File: src/rtl/sid_bus_writer.sv
// SID register-write engine: FIFO-buffered (chip,addr,data) writes played onto a shared
// SID bus with phi2-aligned chip selects, plus SID_CLK generation and power-on reset hold.
`timescale 1ns/1ps
module sid_bus_writer #(
  parameter int CLK_DIV      = 8,
  parameter int FIFO_DEPTH   = 16,
  parameter int NUM_SIDS     = 2,
  parameter int RESET_CYCLES = 16
) (
  input  logic                          C6_CLK_8MHZ,
  input  logic                          RESET,
  input  logic                          WR_VALID,
  output logic                          WR_READY,
  input  logic [1:0]                    WR_CHIP,
  input  logic [4:0]                    WR_ADDR,
  input  logic [7:0]                    WR_DATA,
  output logic [$clog2(FIFO_DEPTH):0]   FIFO_LEVEL,
  output logic                          BUSY,
  output logic                          WR_DONE,
  output logic                          WR_DROP,
  output logic                          SID_CLK,
  output logic                          SID_NOTRES,
  output logic [NUM_SIDS-1:0]           SID_NOTCS,
  output logic [4:0]                    SID_ADDR,
  output logic [7:0]                    SID_DATA
);

  localparam int DIV_W = $clog2(CLK_DIV);
  localparam int PTR_W = $clog2(FIFO_DEPTH);
  localparam int LVL_W = PTR_W + 1;
  localparam int RST_W = $clog2(RESET_CYCLES + 1);

  localparam logic [1:0] ST_RST_HOLD = 2'd0;
  localparam logic [1:0] ST_IDLE     = 2'd1;
  localparam logic [1:0] ST_WRITE    = 2'd2;
  localparam logic [1:0] ST_GAP      = 2'd3;

  logic [DIV_W-1:0] div;
  logic [DIV_W-1:0] div_next;
  logic             boundary;

  logic [1:0]       state;
  logic [RST_W-1:0] rst_cnt;

  logic [14:0]      mem [FIFO_DEPTH];
  logic [PTR_W-1:0] wr_ptr;
  logic [PTR_W-1:0] rd_ptr;
  logic [LVL_W-1:0] level_next;
  logic             fifo_empty;
  logic             push;
  logic             pop;

  logic [14:0]      head;
  logic [1:0]       head_chip;
  logic [4:0]       head_addr;
  logic [7:0]       head_data;
  logic             chip_ok;

  always_comb begin
    div_next = div + DIV_W'(1);
    if (div == DIV_W'(CLK_DIV - 1)) begin
      div_next = '0;
    end
  end

  // A boundary is the edge that moves div from 0 to 1, one clock after phi2 falls.
  assign boundary = (div == '0);

  always_ff @(posedge C6_CLK_8MHZ) begin
    if (RESET) begin
      div     <= '0;
      SID_CLK <= 1'b0;
    end else begin
      div     <= div_next;
      SID_CLK <= (div_next >= DIV_W'(CLK_DIV / 2));
    end
  end

  assign head       = mem[rd_ptr];
  assign head_chip  = head[14:13];
  assign head_addr  = head[12:8];
  assign head_data  = head[7:0];
  assign chip_ok    = ({1'b0, head_chip} < 3'(NUM_SIDS));
  assign fifo_empty = (FIFO_LEVEL == '0);
  assign push       = WR_VALID && WR_READY;
  assign pop        = boundary && ((state == ST_IDLE) || (state == ST_GAP)) && !fifo_empty;
  assign BUSY       = !fifo_empty || (state != ST_IDLE);

  always_comb begin
    level_next = FIFO_LEVEL;
    if (push && !pop) begin
      level_next = FIFO_LEVEL + LVL_W'(1);
    end else if (!push && pop) begin
      level_next = FIFO_LEVEL - LVL_W'(1);
    end
  end

  always_ff @(posedge C6_CLK_8MHZ) begin
    if (push) begin
      mem[wr_ptr] <= {WR_CHIP, WR_ADDR, WR_DATA};
    end
  end

  // READY comes from last clock's level, so a full FIFO refuses a push even on a pop clock.
  always_ff @(posedge C6_CLK_8MHZ) begin
    if (RESET) begin
      wr_ptr     <= '0;
      rd_ptr     <= '0;
      FIFO_LEVEL <= '0;
      WR_READY   <= 1'b1;
    end else begin
      if (push) begin
        wr_ptr <= wr_ptr + PTR_W'(1);
      end
      if (pop) begin
        rd_ptr <= rd_ptr + PTR_W'(1);
      end
      FIFO_LEVEL <= level_next;
      WR_READY   <= (level_next < LVL_W'(FIFO_DEPTH));
    end
  end

  always_ff @(posedge C6_CLK_8MHZ) begin
    if (RESET) begin
      state      <= ST_RST_HOLD;
      rst_cnt    <= '0;
      SID_NOTRES <= 1'b0;
      SID_NOTCS  <= '1;
      SID_ADDR   <= '0;
      SID_DATA   <= '0;
      WR_DONE    <= 1'b0;
      WR_DROP    <= 1'b0;
    end else begin
      WR_DONE <= 1'b0;
      WR_DROP <= 1'b0;
      if (boundary) begin
        case (state)
          ST_RST_HOLD: begin
            if (rst_cnt == RST_W'(RESET_CYCLES)) begin
              SID_NOTRES <= 1'b1;
              state      <= ST_IDLE;
            end else begin
              rst_cnt <= rst_cnt + RST_W'(1);
            end
          end
          // GAP ends at the same boundary that may start the next write.
          ST_IDLE, ST_GAP: begin
            state <= ST_IDLE;
            if (pop) begin
              if (chip_ok) begin
                SID_ADDR  <= head_addr;
                SID_DATA  <= head_data;
                SID_NOTCS <= ~(NUM_SIDS'(1) << head_chip);
                state     <= ST_WRITE;
              end else begin
                WR_DROP <= 1'b1;
              end
            end
          end
          ST_WRITE: begin
            SID_NOTCS <= '1;
            WR_DONE   <= 1'b1;
            state     <= ST_GAP;
          end
          default: begin
            state <= ST_RST_HOLD;
          end
        endcase
      end
    end
  end

  a_single_cs: assert property (@(posedge C6_CLK_8MHZ) disable iff (RESET) $onehot0(~SID_NOTCS));
  a_done_drop: assert property (@(posedge C6_CLK_8MHZ) disable iff (RESET) !(WR_DONE && WR_DROP));

endmodule

File: config.mk
export PLATFORM = sky130hd
export DESIGN_NAME = sid_bus_writer
export DESIGN_NICKNAME = d
export VERILOG_FILES = /design/src/rtl/sid_bus_writer.sv
export SDC_FILE = /design/constraint.sdc
export NUM_CORES = 1
export LEC_CHECK = 0
export CAP_MARGIN = 20
export CORE_AREA = 2 2 140 142
export CTS_BUF_LIST = sky130_fd_sc_hd__clkbuf_4
export DETAILED_ROUTE_END_ITERATION = 12
export DIE_AREA = 0 0 142 144
export GPL_ROUTABILITY_DRIVEN = 0
export GPL_TIMING_DRIVEN = 0
export HOLD_SLACK_MARGIN = 0.1
export MAX_ROUTING_LAYER = met4
export PLACE_DENSITY = 0.78
export SKIP_CTS_REPAIR_TIMING = 1
export SYNTH_ARGS = -nofsm -noshare
export SYNTH_HDL_FRONTEND = slang
export SYNTH_SLANG_ARGS = --single-unit
File: constraint.sdc
create_clock -name C6_CLK_8MHZ -period 5.2 [get_ports C6_CLK_8MHZ]
set_input_delay 1.04 -clock C6_CLK_8MHZ [delete_from_list [all_inputs] [get_ports C6_CLK_8MHZ]]
set_output_delay 1.04 -clock C6_CLK_8MHZ [all_outputs]
set_load 0.03 [all_outputs]
==> key figures <==
Outcome
  • Status: completed

Setup path
  • Setup CP Type: flop to output pin
  • CP max stage cell: nor4b_2
  • Maximum fanout along the worst path: 8
  • Critical Path RT: about 4200 ps
  • Worst EP arrival: 2840 ps
  • Cell Chain, Critical Path: inv_1 > ha_1 > nor4b_2 > nand3b_1 > clkdlybuf4s50_1
  • Startpoint Class: flop
  • CP max stage delay: 740 ps
  • Crit end category: output pin

Placed design
  • HPWL after detailed placement: ~15000 µm
  • Inst Count DP: 902
  • Post-Place Worst Slack: between 1500 and 2000 ps
  • Port Buffers: 43

STA
  • Skew final: 48.0 ps
  • Setup repair after global routing missed its margin: no
  • Final worst slack: 1320 ps
  • Minimum clock period: 3880 ps
  • Fmax: 258 MHz
  • Setup violators final: 0
  • Count of final hold-check violations: 0
  • Fin crit share: 0.747
  • Setup TNS: 0 ps
  • Relative slew slack: 0.340
  • Worst Tran Pin Value: 976 ps
  • Max-slew violation count: 0

Layout
  • Area Overhead vs Synth: 16.3%
  • Fillers: ~1.2k
  • Final Util: 0.684
  • Ratio of cells with drive above 1 in the final layout: 0.289
  • Non-filler cells, final: 1028
  • Final Net Count: 770

Synthesis
  • Synthesis Warnings: 0
  • Leading area contributor after synthesis: edfxtp_1
  • Post-synth EDFFs: 240
  • Syn Std Cell Area: 11200 µm²
  • Mapped Nets: 643
  • Synth Flop Type: edfxtp_1
  • Synth top area cells: edfxtp_1 64%, mux4_2 12%, dfxtp_1 8.2%, a22oi_1 1.7%, ha_1 1.6%
  • Commonest cells post-synth: 240 x edfxtp_1, 59 x mux4_2, 46 x dfxtp_1
  • Seq/Total Area, Yosys: 0.725
  • Top-count cell post-synth: edfxtp_1
  • Yosys top cell area share: 0.643
  • Synthesized instance count: 611
  • Yosys reg bits: 286
  • Syn Area/Cell: 18.4 µm²
  • Netlist cell types: 49
  • Ys async rst share: 0

Die
  • Num rows: 51
  • Die height: 144 µm
  • IO Count: 44
  • Die area: 20400 µm²
  • Core Region: roughly 19000 µm²
  • Initial cell density of the core: 0.588
  • Die width: 142 µm

Drt
  • Wire length per cell: 22.3 µm
  • DR iter-0 viols: 637
  • Post-Route WL: 23000 µm
  • Final ANT Viol Nets: 0
  • Via count: 6189
  • Avg Vias per Cell: 6.02
  • DRT Pass-1 Iters: 5
  • DRC Markers: 0

Global route
  • First-pass GRT wire length: 35300 µm
  • Initial antenna violation count: 1
  • GR Overflow Total: 0
  • All-Layer GR Usage: 0.244
  • Number of global-route vias before repair: about 6.4k
  • Largest net degree at the start of global routing: 17

Power and ir drop
  • LEAKAGE: 4.34 nW
  • Pwr Total: 0.00458 W
  • Pwr dens: 351 nW/µm²
  • Worst IR drop on VDD: ~0.17 mV

Flow run
  • Maxcap violations: 0

Clock network
  • CTS H-Tree Depth: 3
  • Root Buffer: clkbuf_4
  • CTS buffer count: 72
  • Clk pin slew, worst setup/hold paths: approximately 60 ps
  • CTS tree: built
  • Clock Sinks: approximately 290
  • Clk buf depth: 3
  • Clk_lat worst skew: between 600 and 700 ps

Hold path
  • Hold Crit Class: flop to flop
==> cell families (layout without fill, tap and decap cells) <==
family / Yosys count / in the layout / share of synthesized area
xor+xnor: 11 / 11 / 0.00859
mux: 76 / 76 / 0.138
other cells: 0 / 1 / 0
compound gates: 70 / 70 / 0.0441
simple gates: 112 / 112 / 0.0522
flops: 286 / 286 / 0.725
buf+inv: 42 / 220 / 0.0168
fa+ha+maj: 14 / 14 / 0.0156
==> worst max-delay path, delay by kind of cell (launching register included) <==
| family | cells | cell delay (ps) |
|---|---|---|
| buffers and inverters | 2 | 730 |
| adder cells (fa/ha/maj) | 1 | 220 |
| AND/OR/NAND/NOR | 2 | 870 |
| flip-flops | 1 | 350 |
==> metal layers <==
layer,up-vias,routed length [µm],GRT usage
li1,2732,-,-
met1,3098,8880,0.307
met2,299,11300,0.386
met3,60,2020,0.0576
met4,0,728,0.108
met5,-,0,-
==> flip-flops by register name, summed over array words and instances, names as in the netlist, 2 cells and up, named ones only <==
signal      count
wr_ptr          4
rst_cnt         5
rd_ptr          4
SID_ADDR        5
SID_DATA        8
SID_NOTCS       2
FIFO_LEVEL      4
div             2
mem           240
==> report_power, final <==
group | switching [W] | total [W] | internal [W] | leakage, nW
Clock | 0.000849 | 0.00189 | 0.00104 | 0.558
Combinational | 0.000104 | 0.000162 | 0.0000576 | 1.24
Sequential | 0.0000136 | 0.00253 | 0.00251 | 2.54
Total | 0.000966 | 0.00458 | 0.00361 | 4.34
==> cell usage in the layout, fill, tap and decap left out, drive strengths merged, types with 9 or more instances in the layout <==
master	netlist	final
inv	13	14
mux4	59	59
nor2b	16	16
clkbuf	15	122
dfxtp	46	46
nand2	20	20
ha	14	14
clkinv	1	16
mux2	16	16
nor2	33	33
nor3	9	9
a21oi	24	24
clkdlybuf4s50	0	43
buf	13	23
edfxtp	240	240
a22oi	27	27
==> cell type report <==
| type | count | area [µm²] | area share |
|---|---|---|---|
| Tap cell | 238 | 298 | 0.0228 |
| Multi-Input combinational cell | 283 | 2940 | 0.225 |
| Timing Repair Buffer | 53 | 558 | 0.0428 |
| Buffer | 28 | 136 | 0.0105 |
| Clock buffer | 107 | 803 | 0.0616 |
| Antenna cell | 1 | 2.50 | 0.000192 |
| Sequential cell | 286 | 8130 | 0.623 |
| Clock inverter | 18 | 125 | 0.00959 |
| Inverter | 14 | 52.6 | 0.00403 |
==> worst paths after layout <==
kind                                end  slack [ps]                       start  cells after the start
max reg2reg  FIFO_LEVEL[2]$_SDFFE_PP0P_        2130  FIFO_LEVEL[0]$_SDFFE_PP0P_                     10
max                                BUSY        1320  FIFO_LEVEL[0]$_SDFFE_PP0P_                      5
min reg2reg           div[0]$_SDFF_PP0_         460           div[0]$_SDFF_PP0_                      1
min                   div[0]$_SDFF_PP0_         460           div[0]$_SDFF_PP0_                      1
==> metrics by stage <==
step                hold slack (ps)  cell area (µm²)
floorplan                       427            11200
global placement                437            11900
detailed placement              450            12100
CTS                             458            13000
global route                    506            13000
finish                          456            13000
(Power assumes the default switching activity.)
